File: config.mk
export PLATFORM = sky130hd
export DESIGN_NAME = ex_stage
export DESIGN_NICKNAME = d
export VERILOG_FILES = /design/src/rtl/ex_stage.sv
export SDC_FILE = /design/constraint.sdc
export NUM_CORES = 2
export LEC_CHECK = 0
export CAP_MARGIN = 5
export CORE_MARGIN = 4
export CORE_UTILIZATION = 54
export DETAILED_ROUTE_END_ITERATION = 12
export PLACE_DENSITY = 0.79
export REMOVE_ABC_BUFFERS = 1
export SLEW_MARGIN = 15
export SYNTH_ARGS = -nofsm -noshare
export SYNTH_HDL_FRONTEND = slang
export SYNTH_SLANG_ARGS = --single-unit
File: constraint.sdc
create_clock -name clk -period 7.88 [get_ports clk]
set_input_delay 0.788 -clock clk [delete_from_list [all_inputs] [get_ports clk]]
set_output_delay 0.788 -clock clk [all_outputs]
set_load 0.02 [all_outputs]
File: src/rtl/ex_stage.sv
// ex_stage -- execute stage of the 5-stage pipeline.
//
// Resolves operand forwarding from EX/MEM and MEM/WB, evaluates the
// single-cycle ALU and runs a sequential multiply/divide engine with HI/LO.
// While a multiply/divide is in flight the stage stalls the front end and
// turns its own outputs into a bubble.
//
// Ports:
//   clk, rst                          clock, synchronous active-high reset
//   *_in controls                     ID/EX control fields
//   ALUsrc_in, ALUop_in               B-operand select and ALU class
//   instruction_in                    opcode / shamt / funct source
//   Read_Data_1_in, Read_Data_2_in    register-file operands (rs, rt)
//   Sign_ext_in                       sign-extended immediate
//   Rs_in, Rt_in, Rd_in               register numbers
//   EX_MEM_*, MEM_WB_*                forwarding sources
//   ALU_result_out, Write_Data_out    result and store data to EX/MEM
//   Write_Reg_out                     destination register
//   RegWrite_out .. jump_out          controls to EX/MEM (bubbled on stall)
//   stall_out                         hold PC, IF/ID and ID/EX
//   md_busy_out                       multiply/divide engine not idle
module ex_stage #(
  parameter int MD_CYCLES = 32
) (
  input  logic        clk,
  input  logic        rst,
  input  logic        RegWrite_in,
  input  logic        RegDst_in,
  input  logic        jump_in,
  input  logic        MemToReg_in,
  input  logic        Mem_Write_in,
  input  logic        Mem_Read_in,
  input  logic [1:0]  ALUsrc_in,
  input  logic [1:0]  ALUop_in,
  input  logic [31:0] instruction_in,
  input  logic [31:0] Read_Data_1_in,
  input  logic [31:0] Read_Data_2_in,
  input  logic [31:0] Sign_ext_in,
  input  logic [4:0]  Rs_in,
  input  logic [4:0]  Rt_in,
  input  logic [4:0]  Rd_in,
  input  logic        EX_MEM_RegWrite,
  input  logic        MEM_WB_RegWrite,
  input  logic [4:0]  EX_MEM_Rd,
  input  logic [4:0]  MEM_WB_Rd,
  input  logic [31:0] EX_MEM_result,
  input  logic [31:0] MEM_WB_data,
  output logic [31:0] ALU_result_out,
  output logic [31:0] Write_Data_out,
  output logic [4:0]  Write_Reg_out,
  output logic        RegWrite_out,
  output logic        MemToReg_out,
  output logic        Mem_Write_out,
  output logic        Mem_Read_out,
  output logic        jump_out,
  output logic        stall_out,
  output logic        md_busy_out
);

  localparam int DATA_W = 32;
  localparam int CNT_W  = $clog2(MD_CYCLES + 1);
  localparam logic [CNT_W-1:0] LAST_STEP = CNT_W'(MD_CYCLES - 1);

  localparam logic [5:0] F_SLL  = 6'h00;
  localparam logic [5:0] F_SRL  = 6'h02;
  localparam logic [5:0] F_SRA  = 6'h03;
  localparam logic [5:0] F_MFHI = 6'h10;
  localparam logic [5:0] F_MFLO = 6'h12;
  localparam logic [5:0] F_ADD  = 6'h20;
  localparam logic [5:0] F_ADDU = 6'h21;
  localparam logic [5:0] F_SUB  = 6'h22;
  localparam logic [5:0] F_SUBU = 6'h23;
  localparam logic [5:0] F_AND  = 6'h24;
  localparam logic [5:0] F_OR   = 6'h25;
  localparam logic [5:0] F_XOR  = 6'h26;
  localparam logic [5:0] F_NOR  = 6'h27;
  localparam logic [5:0] F_SLT  = 6'h2A;
  localparam logic [5:0] F_SLTU = 6'h2B;

  localparam logic [5:0] OP_SLTI = 6'h0A;
  localparam logic [5:0] OP_ANDI = 6'h0C;
  localparam logic [5:0] OP_ORI  = 6'h0D;
  localparam logic [5:0] OP_XORI = 6'h0E;

  typedef enum logic [1:0] {MD_IDLE, MD_BUSY, MD_DONE} md_state_t;

  // Magnitude of a possibly-signed operand; 0x80000000 maps to 2^31.
  function automatic logic [DATA_W-1:0] mag32(input logic [DATA_W-1:0] v,
                                              input logic is_signed);
    return (is_signed && v[DATA_W-1]) ? (~v + 32'd1) : v;
  endfunction

  function automatic logic [DATA_W-1:0] neg32_if(input logic [DATA_W-1:0] v,
                                                 input logic neg);
    return neg ? (~v + 32'd1) : v;
  endfunction

  function automatic logic [2*DATA_W-1:0] neg64_if(input logic [2*DATA_W-1:0] v,
                                                   input logic neg);
    return neg ? (~v + 64'd1) : v;
  endfunction

  logic [5:0]         opcode;
  logic [5:0]         funct;
  logic [4:0]         shamt;
  logic               unused_instr;

  logic               ex_hit_rs, wb_hit_rs, ex_hit_rt, wb_hit_rt;
  logic signed [31:0] fwd_rs, fwd_rt;
  logic signed [31:0] op_a, op_b, alu_res;

  logic               md_op;
  logic               lat_signed, lat_div;
  logic [31:0]        a_mag, b_mag;

  md_state_t          md_state, md_state_nx;
  logic [CNT_W-1:0]   md_cnt;
  logic               md_last;
  logic               stall;

  logic [31:0]        hi_q, lo_q;
  logic [31:0]        wk_hi, wk_lo, wk_m, wk_dividend;
  logic               wk_div, wk_neg_q, wk_neg_r, wk_div0;

  logic [32:0]        mul_sum, div_shift;
  logic               div_ge;
  logic [31:0]        div_diff, step_hi, step_lo;
  logic [63:0]        prod;
  logic [31:0]        fin_hi, fin_lo;

  assign opcode       = instruction_in[31:26];
  assign funct        = instruction_in[5:0];
  assign shamt        = instruction_in[10:6];
  assign unused_instr = ^instruction_in[25:16];

  // Operand forwarding: EX/MEM wins over MEM/WB; $zero is never forwarded.
  assign ex_hit_rs = EX_MEM_RegWrite && (EX_MEM_Rd != 5'd0) && (EX_MEM_Rd == Rs_in);
  assign wb_hit_rs = MEM_WB_RegWrite && (MEM_WB_Rd != 5'd0) && (MEM_WB_Rd == Rs_in);
  assign ex_hit_rt = EX_MEM_RegWrite && (EX_MEM_Rd != 5'd0) && (EX_MEM_Rd == Rt_in);
  assign wb_hit_rt = MEM_WB_RegWrite && (MEM_WB_Rd != 5'd0) && (MEM_WB_Rd == Rt_in);

  always_comb begin
    fwd_rs = Read_Data_1_in;
    if (ex_hit_rs)      fwd_rs = EX_MEM_result;
    else if (wb_hit_rs) fwd_rs = MEM_WB_data;

    fwd_rt = Read_Data_2_in;
    if (ex_hit_rt)      fwd_rt = EX_MEM_result;
    else if (wb_hit_rt) fwd_rt = MEM_WB_data;
  end

  always_comb begin
    op_a = fwd_rs;
    case (ALUsrc_in)
      2'b00:   op_b = fwd_rt;
      2'b01:   op_b = Sign_ext_in;
      2'b10:   op_b = {16'h0000, instruction_in[15:0]};
      default: op_b = {instruction_in[15:0], 16'h0000};
    endcase
  end

  // Single-cycle ALU.
  always_comb begin
    alu_res = '0;
    case (ALUop_in)
      2'b00: alu_res = op_a + op_b;
      2'b01: alu_res = op_a - op_b;
      2'b11: begin
        case (opcode)
          OP_ANDI: alu_res = op_a & op_b;
          OP_ORI:  alu_res = op_a | op_b;
          OP_XORI: alu_res = op_a ^ op_b;
          OP_SLTI: alu_res = {31'd0, (op_a < op_b)};
          default: alu_res = op_a + op_b;
        endcase
      end
      default: begin
        case (funct)
          F_ADD, F_ADDU: alu_res = op_a + op_b;
          F_SUB, F_SUBU: alu_res = op_a - op_b;
          F_AND:  alu_res = op_a & op_b;
          F_OR:   alu_res = op_a | op_b;
          F_XOR:  alu_res = op_a ^ op_b;
          F_NOR:  alu_res = ~(op_a | op_b);
          F_SLT:  alu_res = {31'd0, (op_a < op_b)};
          F_SLTU: alu_res = {31'd0, ($unsigned(op_a) < $unsigned(op_b))};
          F_SLL:  alu_res = op_b << shamt;
          F_SRL:  alu_res = $unsigned(op_b) >> shamt;
          F_SRA:  alu_res = op_b >>> shamt;
          F_MFHI: alu_res = hi_q;
          F_MFLO: alu_res = lo_q;
          default: alu_res = '0;   // includes mult/multu/div/divu
        endcase
      end
    endcase
  end

  // funct 0x18..0x1B: bit 1 selects divide, bit 0 selects unsigned.
  assign md_op      = (ALUop_in == 2'b10) && (funct[5:2] == 4'b0110);
  assign lat_div    = funct[1];
  assign lat_signed = ~funct[0];
  assign a_mag      = mag32(fwd_rs, lat_signed);
  assign b_mag      = mag32(fwd_rt, lat_signed);
  assign md_last    = (md_cnt == LAST_STEP);

  // Mult/div FSM: state register.
  always_ff @(posedge clk) begin
    if (rst) md_state <= MD_IDLE;
    else     md_state <= md_state_nx;
  end

  // Mult/div FSM: next state. DONE always returns to IDLE so the same
  // instruction, still sitting in EX for that cycle, cannot re-trigger.
  always_comb begin
    md_state_nx = md_state;
    case (md_state)
      MD_IDLE: if (md_op) md_state_nx = MD_BUSY;
      MD_BUSY: if (md_last) md_state_nx = MD_DONE;
      default: md_state_nx = MD_IDLE;
    endcase
  end

  // Mult/div FSM: outputs. Stall starts combinationally in the issue cycle;
  // BUSY stalls everything, which also holds an mfhi/mflo until results land.
  always_comb begin
    stall       = 1'b0;
    md_busy_out = 1'b0;
    if (!rst) begin
      md_busy_out = (md_state != MD_IDLE);
      case (md_state)
        MD_IDLE: stall = md_op;
        MD_BUSY: stall = 1'b1;
        default: stall = 1'b0;
      endcase
    end
  end

  // One iteration: multiply is shift-add with the multiplier in wk_lo and
  // the partial product growing down from wk_hi; divide is restoring with
  // the remainder in wk_hi and quotient bits shifting into wk_lo.
  always_comb begin
    mul_sum   = {1'b0, wk_hi} + (wk_lo[0] ? {1'b0, wk_m} : 33'd0);
    div_shift = {wk_hi, wk_lo[31]};
    div_ge    = (div_shift >= {1'b0, wk_m});
    // remainder < divisor, so the difference always fits in 32 bits
    div_diff  = div_shift[31:0] - wk_m;
    if (wk_div) begin
      step_hi = div_ge ? div_diff : div_shift[31:0];
      step_lo = {wk_lo[30:0], div_ge};
    end else begin
      step_hi = mul_sum[32:1];
      step_lo = {mul_sum[0], wk_lo[31:1]};
    end
  end

  // Sign fix-up after the final step: quotient and product take the XOR of
  // operand signs, remainder takes the dividend's sign (truncating divide).
  always_comb begin
    prod   = neg64_if({step_hi, step_lo}, wk_neg_q);
    fin_hi = prod[63:32];
    fin_lo = prod[31:0];
    if (wk_div) begin
      if (wk_div0) begin
        fin_hi = wk_dividend;
        fin_lo = '1;
      end else begin
        fin_hi = neg32_if(step_hi, wk_neg_r);
        fin_lo = neg32_if(step_lo, wk_neg_q);
      end
    end
  end

  // Mult/div datapath and HI/LO. Reset aborts any operation without
  // committing a partial result.
  always_ff @(posedge clk) begin
    if (rst) begin
      md_cnt      <= '0;
      wk_hi       <= '0;
      wk_lo       <= '0;
      wk_m        <= '0;
      wk_dividend <= '0;
      wk_div      <= 1'b0;
      wk_neg_q    <= 1'b0;
      wk_neg_r    <= 1'b0;
      wk_div0     <= 1'b0;
      hi_q        <= '0;
      lo_q        <= '0;
    end else begin
      case (md_state)
        MD_IDLE: begin
          if (md_op) begin
            md_cnt      <= '0;
            wk_hi       <= '0;
            wk_lo       <= lat_div ? a_mag : b_mag;
            wk_m        <= lat_div ? b_mag : a_mag;
            wk_dividend <= fwd_rs;
            wk_div      <= lat_div;
            wk_neg_q    <= lat_signed & (fwd_rs[31] ^ fwd_rt[31]);
            wk_neg_r    <= lat_signed & fwd_rs[31];
            wk_div0     <= lat_div & (fwd_rt == 32'd0);
          end
        end
        MD_BUSY: begin
          wk_hi  <= step_hi;
          wk_lo  <= step_lo;
          md_cnt <= md_cnt + 1'b1;
          if (md_last) begin
            hi_q <= fin_hi;
            lo_q <= fin_lo;
          end
        end
        default: ;
      endcase
    end
  end

  assign ALU_result_out = alu_res;
  assign Write_Data_out = fwd_rt;
  assign Write_Reg_out  = RegDst_in ? Rd_in : Rt_in;
  assign stall_out      = stall;

  // Side-effecting controls are squashed while stalled so a bubble enters MEM.
  assign RegWrite_out  = RegWrite_in  & ~stall;
  assign Mem_Write_out = Mem_Write_in & ~stall;
  assign Mem_Read_out  = Mem_Read_in  & ~stall;
  assign MemToReg_out  = MemToReg_in;
  assign jump_out      = jump_in;

endmodule

After elaboration in Yosys (flattened, before gate mapping)
Cells that the tools add are included.

word-level totals
  register bits after elaboration = 204
  logic and storage cells = 138
  input bits = 231
  output and inout bits = 76

cells by class
  reduce and logical (&&, ||, !) cells = 24
  bitwise logic cells = 18
  add/sub/neg operators = 10
  muxes and demuxes = 36
  shift-type cells = 3
  equal/unequal tests = 32
  magnitude comparators = 3

operators by type and width
  operator                                       number
  2-to-1 mux 32 bit                              20
  case mux 32 bit (13 select lines)              1
  case mux 32 bit (3 select lines)               2
  NOT 32 bit                                     5
  adder 32 x 1 -> 32 bit, second input constant  4
  case mux 32 bit (2 select lines)               2
  case mux 32 bit (4 select lines)               1
  adder 64 x 1 -> 64 bit, second input constant  1
  less-than comparator 32 bit                    2
  2-to-1 mux 64 bit                              1
  NOT 64 bit                                     1
  subtractor 32 bit                              2
  == test 6 bit, second input constant           10
  adder 32 x 32 -> 33 bit                        1
  greater-or-equal comparator 33 x 32 -> 1 bit   1
  adder 32 bit                                   1
  bitwise AND 32 bit                             1
  zero test 32 bit                               1
  OR 32 bit                                      1
  left shift 32 x 5 -> 32 bit                    1
  >> shifter 32 x 5 -> 32 bit                    1
  >>> shifter 32 x 5 -> 32 bit                   1
  XOR 32 bit                                     1
  == test 6 x 4 -> 1 bit, second input constant  4
  25 further kinds                               60

Logic depth before layout (Yosys ltp)
  depth after elaboration = 11
  gate-level depth with buffers = 25
  gate-level depth less buffers = 23

Least setup slack after synthesis
No wires, ideal clock.

  path type = input port to output port
  from = input port EX_MEM_Rd[1]
  to = output port ALU_result_out[30]
  data required time = 7.092 ns
  arrival time = 6.906 ns
  setup slack = 0.186 ns
  buffers on the path = 3
  stages = 23
  cell sequence = or4_1 -> o21ai_1 -> or3_1 -> buf_2 -> buf_2 -> buf_2 -> a311oi_1 -> o31ai_1 -> inv_1 -> fa_1 -> o21bai_1 -> a21oi_1 -> o21ai_0 -> a311oi_1 -> o41ai_1 -> a31oi_1 -> o31ai_1 -> a31oi_1 -> o31ai_1 -> a21oi_1 -> mux2i_1 -> xnor2_1 -> o2111ai_1

between the ends
  word-level cells in the longest chain between the ends = 9
  elaborated cells between the ends (all ways) = 21
  classes of those cells = add/sub: 2; eq/ne: 2; shift: 3; mux: 6; bitwise: 4; reduce/logical: 4

ends and longest elaborated chain
  element                                                    RTL line  RTL
  from (decl)                                                44        input logic [4:0] EX_MEM_Rd,
  branches (longest 8 deep; another with subtractor 32 bit)  -
  case mux 32 bit (3 select lines) *                         165       case (ALUop_in)
  to (decl)                                                  48        output logic [31:0] ALU_result_out,

Mark *: on every way between the ends.

Worst setup path after layout
  from = input port EX_MEM_Rd[1]
  to = output port ALU_result_out[23]

The elaborated chain is that of the path after synthesis.

==> reports/qor.csv <==
metric,value,unit
number of global-route vias before repair,38100,
PwrDens,124,mW/mm2
most instantiated library cell after synthesis,sky130_fd_sc_hd__nand2_1,
weighted congestion at the end of routability-driven global placement,1.11,
combinational family with the most area after synthesis,compound AO/OA/AOI/OAI gates,
cell with the largest stage delay on the worst path,sky130_fd_sc_hd__clkdlybuf4s50_1,
number of nets in the final layout,5325,
CTS Root Cell,sky130_fd_sc_hd__clkbuf_16,
# hold bufs at CTS,0,
DRT Wirelength,166,mm
RSZ-0062 raised after global routing,true,
"area leader, netlist",sky130_fd_sc_hd__dfxtp_1,
main flop type after synthesis,sky130_fd_sc_hd__dfxtp_1,
critical path required time,7090,ps
adder and majority gate portion of the synthesized area,6.99,%
clock buffers created by TritonCTS,20,
starting density of the core,54.7,%
"FF+latch count, synth",204,
internal power,0.00261,W
maximum frequency from static timing analysis,0.129,GHz
Die X-Extent,247,um
antenna-violating nets left,0,
gate count after technology mapping,4564,
Die Height,247,um
reg-to-reg critical path startpoint,wk_m[7]$_SDFFE_PP0P_,
number of cells on the worst reg-to-reg path,24,
fraction of registers with async set or reset after synthesis,0,%
synthesized-area fraction occupied by xor and xnor cells,6.78,%
number of port buffers,292,
"top cells by area, synth","sky130_fd_sc_hd__dfxtp_1 (13%), sky130_fd_sc_hd__ha_1 (6.7%), sky130_fd_sc_hd__mux2i_1 (6.5%)",
multiplexer share of the synthesized area,9.00,%
detailed placer's ending HPWL,130,mm
CTS HTree Levels,1,
DRC violations left,0,
number of antenna violations at the first check in global routing,7,
all-layer global routing usage,51.8,%
"Avg Cell Area, Syn",6.77,um2
Worst setup SP type,input pin,
endpoint class of the critical path,output pin,
1st-pass router iterations,11,
count of warnings emitted by yosys,0,
pin count of the biggest net entering global routing,139,
result of the run,"complete, no violations",
synth-to-layout area growth,21.1,%
slew at the pin with the worst max-slew slack,1260,ps
Bufs on Longest Clock Path,3,
global-route wire length before repair,241,mm
maximum single-stage delay on the critical path,610,ps
Crit Path Category,input pin to output pin,
part of the total power dissipated in sequential elements,22.4,%
fraction of power consumed by the clock network,24.1,%
Final Power,0.00464,W
Compound-Gate Fraction of Synth Area,34.0,%
reg2reg end,hi_q[30]$_SDFFE_PP0P_,
final worst path period need,7730,ps
Final Slew Violations,0,
Worst Hold Class,flip-flop to flip-flop,
via total after detailed routing,40500,
# setup viols final,0,
post-route insts no fill,5698,
number of failing hold endpoints at the final stage,0,
portion of synthesized cell area occupied by the leading cell type,13.2,%
Crit path top cell by count,sky130_fd_sc_hd__buf_4,
post-synth design cell area,0.0309,mm2
floorplan row count,87,
num ports,307,
number of synthesized flops with an enable pin,0,
Max-cap violations,0,
P_sw,0.00202,W
switching share of total power,43.6,%
sequential fraction of the synthesis area,13.2,%
Static Leak,14.9,nW
"area fraction in and, or, nand and nor cells after synthesis",23.1,%
placeable core region,0.0565,mm2
commonest cells in the netlist,"sky130_fd_sc_hd__nand2_1 (518), sky130_fd_sc_hd__nor2_1 (411), sky130_fd_sc_hd__a21oi_1 (380), sky130_fd_sc_hd__o21ai_0 (318), sky130_fd_sc_hd__clkbuf_1 (276)",
Hold Crit Start,wk_dividend[25]$_SDFFE_PP0P_,
starting DRC count in detailed routing,6301,
mean routed wirelength per cell,29.1,um
"Arr. time, crit path",6940,ps
final clock period utilization by the worst path,98.1,%
clock tree from TritonCTS,built,
worst hold endpoint,wk_dividend[25]$_SDFFE_PP0P_,
Logic pwr share,53.4,%
Hold Path Depth,2,
clk_lat worst skew,550,ps
distinct cell type count after synthesis,89,
Rel. slew slack,15.1,%
Die Footprint,0.0611,mm2
detail-routed via count per cell,7.11,
reg-to-reg setup timing slack,270,ps
Overflow after GRT,0,
worst-path fanout max,10,
proportion of layout cells with a drive suffix above 1,12.5,%
clock edge transition at the registers on the reported setup and hold paths,70,ps
Worst Clk Skew,20.0,ps
Cell Count Post-Placement,5657,
TritonCTS sink count,204,
worst voltage drop across the vdd grid,164,uV
Critical Path Start,EX_MEM_Rd[1],
-- final cells by class --
cell class | instances | area (um2)
flip-flops and latches | 204 | 4090
fillers | 5002 | 19100
clock buffers | 24 | 557
repair buffers | 693 | 5950
clock inverters | 12 | 185
inverters | 199 | 747
multi-input cells | 3806 | 24900
diodes | 4 | 10.0
well taps | 756 | 946
-- cells by family (layout without fill, tap and decap cells) --
kind of cell / Yosys count / count (layout)
compound gates: 1599 / 1599
simple gates: 1537 / 1537
buf+inv: 554 / 928
mux: 261 / 261
xor+xnor: 239 / 239
flops: 204 / 204
fa+ha+maj: 170 / 170
other cells: 0 / 4
-- critical path, delay by kind of cell --
kind | cells | cell delay, ps
AOI/OAI and AO/OA | 12 | 2760
buffers and inverters | 8 | 1980
and+or+nand+nor | 4 | 1000
adders and majority gates | 1 | 390
-- registers in the layout (all words and copies together), names as in the netlist --
name	count
wk_m	32
wk_lo	32
md_cnt	6
wk_hi	32
wk_dividend	32
wk_neg_q	1
md_state	2
wk_div	1
wk_div0	1
wk_neg_r	1
lo_q	32
hi_q	32
-- power groups by stage --
stage | combinational [W] | sequential, W | clock (W)
global placement | 0.00231 | 0.00106 | 0
floorplan | 0.00115 | 0.00106 | 0
CTS | 0.00234 | 0.00104 | 0.00110
finish | 0.00248 | 0.00104 | 0.00112
detailed placement | 0.00232 | 0.00106 | 0
global route | 0.00256 | 0.00104 | 0.00115
-- per-layer routing --
layer  track usage, %  share of wire, %  vias to the layer above
met4             43.0                11                        6
met3             17.7                14                     1020
li1                 -                 -                    17700
met2             78.6                41                     3412
met5                0             0.025                        -
met1             58.6                34                    18400
-- per-stage QoR --
stage | worst slack, ps | instance area [um2] | hold WS (ps) | setup TNS (ps) | util [%]
final | 150 | 37400 | 455 | 0 | 66.2
after global routing | -72.5 | 37400 | 468 | -152 | 66.2
after CTS | 1.27 | 37200 | 453 | 0 | 65.9
after detailed placement | -223 | 36500 | 444 | -514 | 64.5
after global placement | -232 | 36500 | 439 | -505 | 64.5
after floorplan | -1480 | 29500 | 416 | -15990 | -
-- repair_timing --
| action | 4_1_cts | 5_1_grt |
|---|---|---|
| setup buffers | 0 | 0 |
| endpoints found under the hold margin | 0 | 0 |
| pin swaps | 0 | 5 |
| resized for setup | 6 | 36 |
| setup endpoints to repair | 3 | 10 |
-- cell usage in the layout (no fill, tap or decap), types with 75 or more instances in the layout --
cell type / netlist / layout
sky130_fd_sc_hd__inv_1: 192 / 190
sky130_fd_sc_hd__nand2_1: 518 / 518
sky130_fd_sc_hd__dfxtp_1: 204 / 201
sky130_fd_sc_hd__nor3_1: 105 / 98
sky130_fd_sc_hd__ha_1: 166 / 166
sky130_fd_sc_hd__mux2i_1: 200 / 200
sky130_fd_sc_hd__o21ai_0: 318 / 311
sky130_fd_sc_hd__a31oi_1: 117 / 114
sky130_fd_sc_hd__xnor2_1: 183 / 183
sky130_fd_sc_hd__buf_4: 4 / 398
sky130_fd_sc_hd__nand3_1: 101 / 101
sky130_fd_sc_hd__a21oi_1: 380 / 379
sky130_fd_sc_hd__o31ai_1: 88 / 87
sky130_fd_sc_hd__o211ai_1: 75 / 75
sky130_fd_sc_hd__nor2_1: 411 / 406
sky130_fd_sc_hd__clkdlybuf4s50_1: 0 / 277
-- worst max-delay path by stage --
stage	end	depth (start not counted)
final	ALU_result_out[23]	25
after global routing	ALU_result_out[29]	26
after CTS	ALU_result_out[30]	24
after detailed placement	ALU_result_out[30]	25
after global placement	ALU_result_out[30]	25
after floorplan	ALU_result_out[30]	20
(Power assumes the default switching activity.)
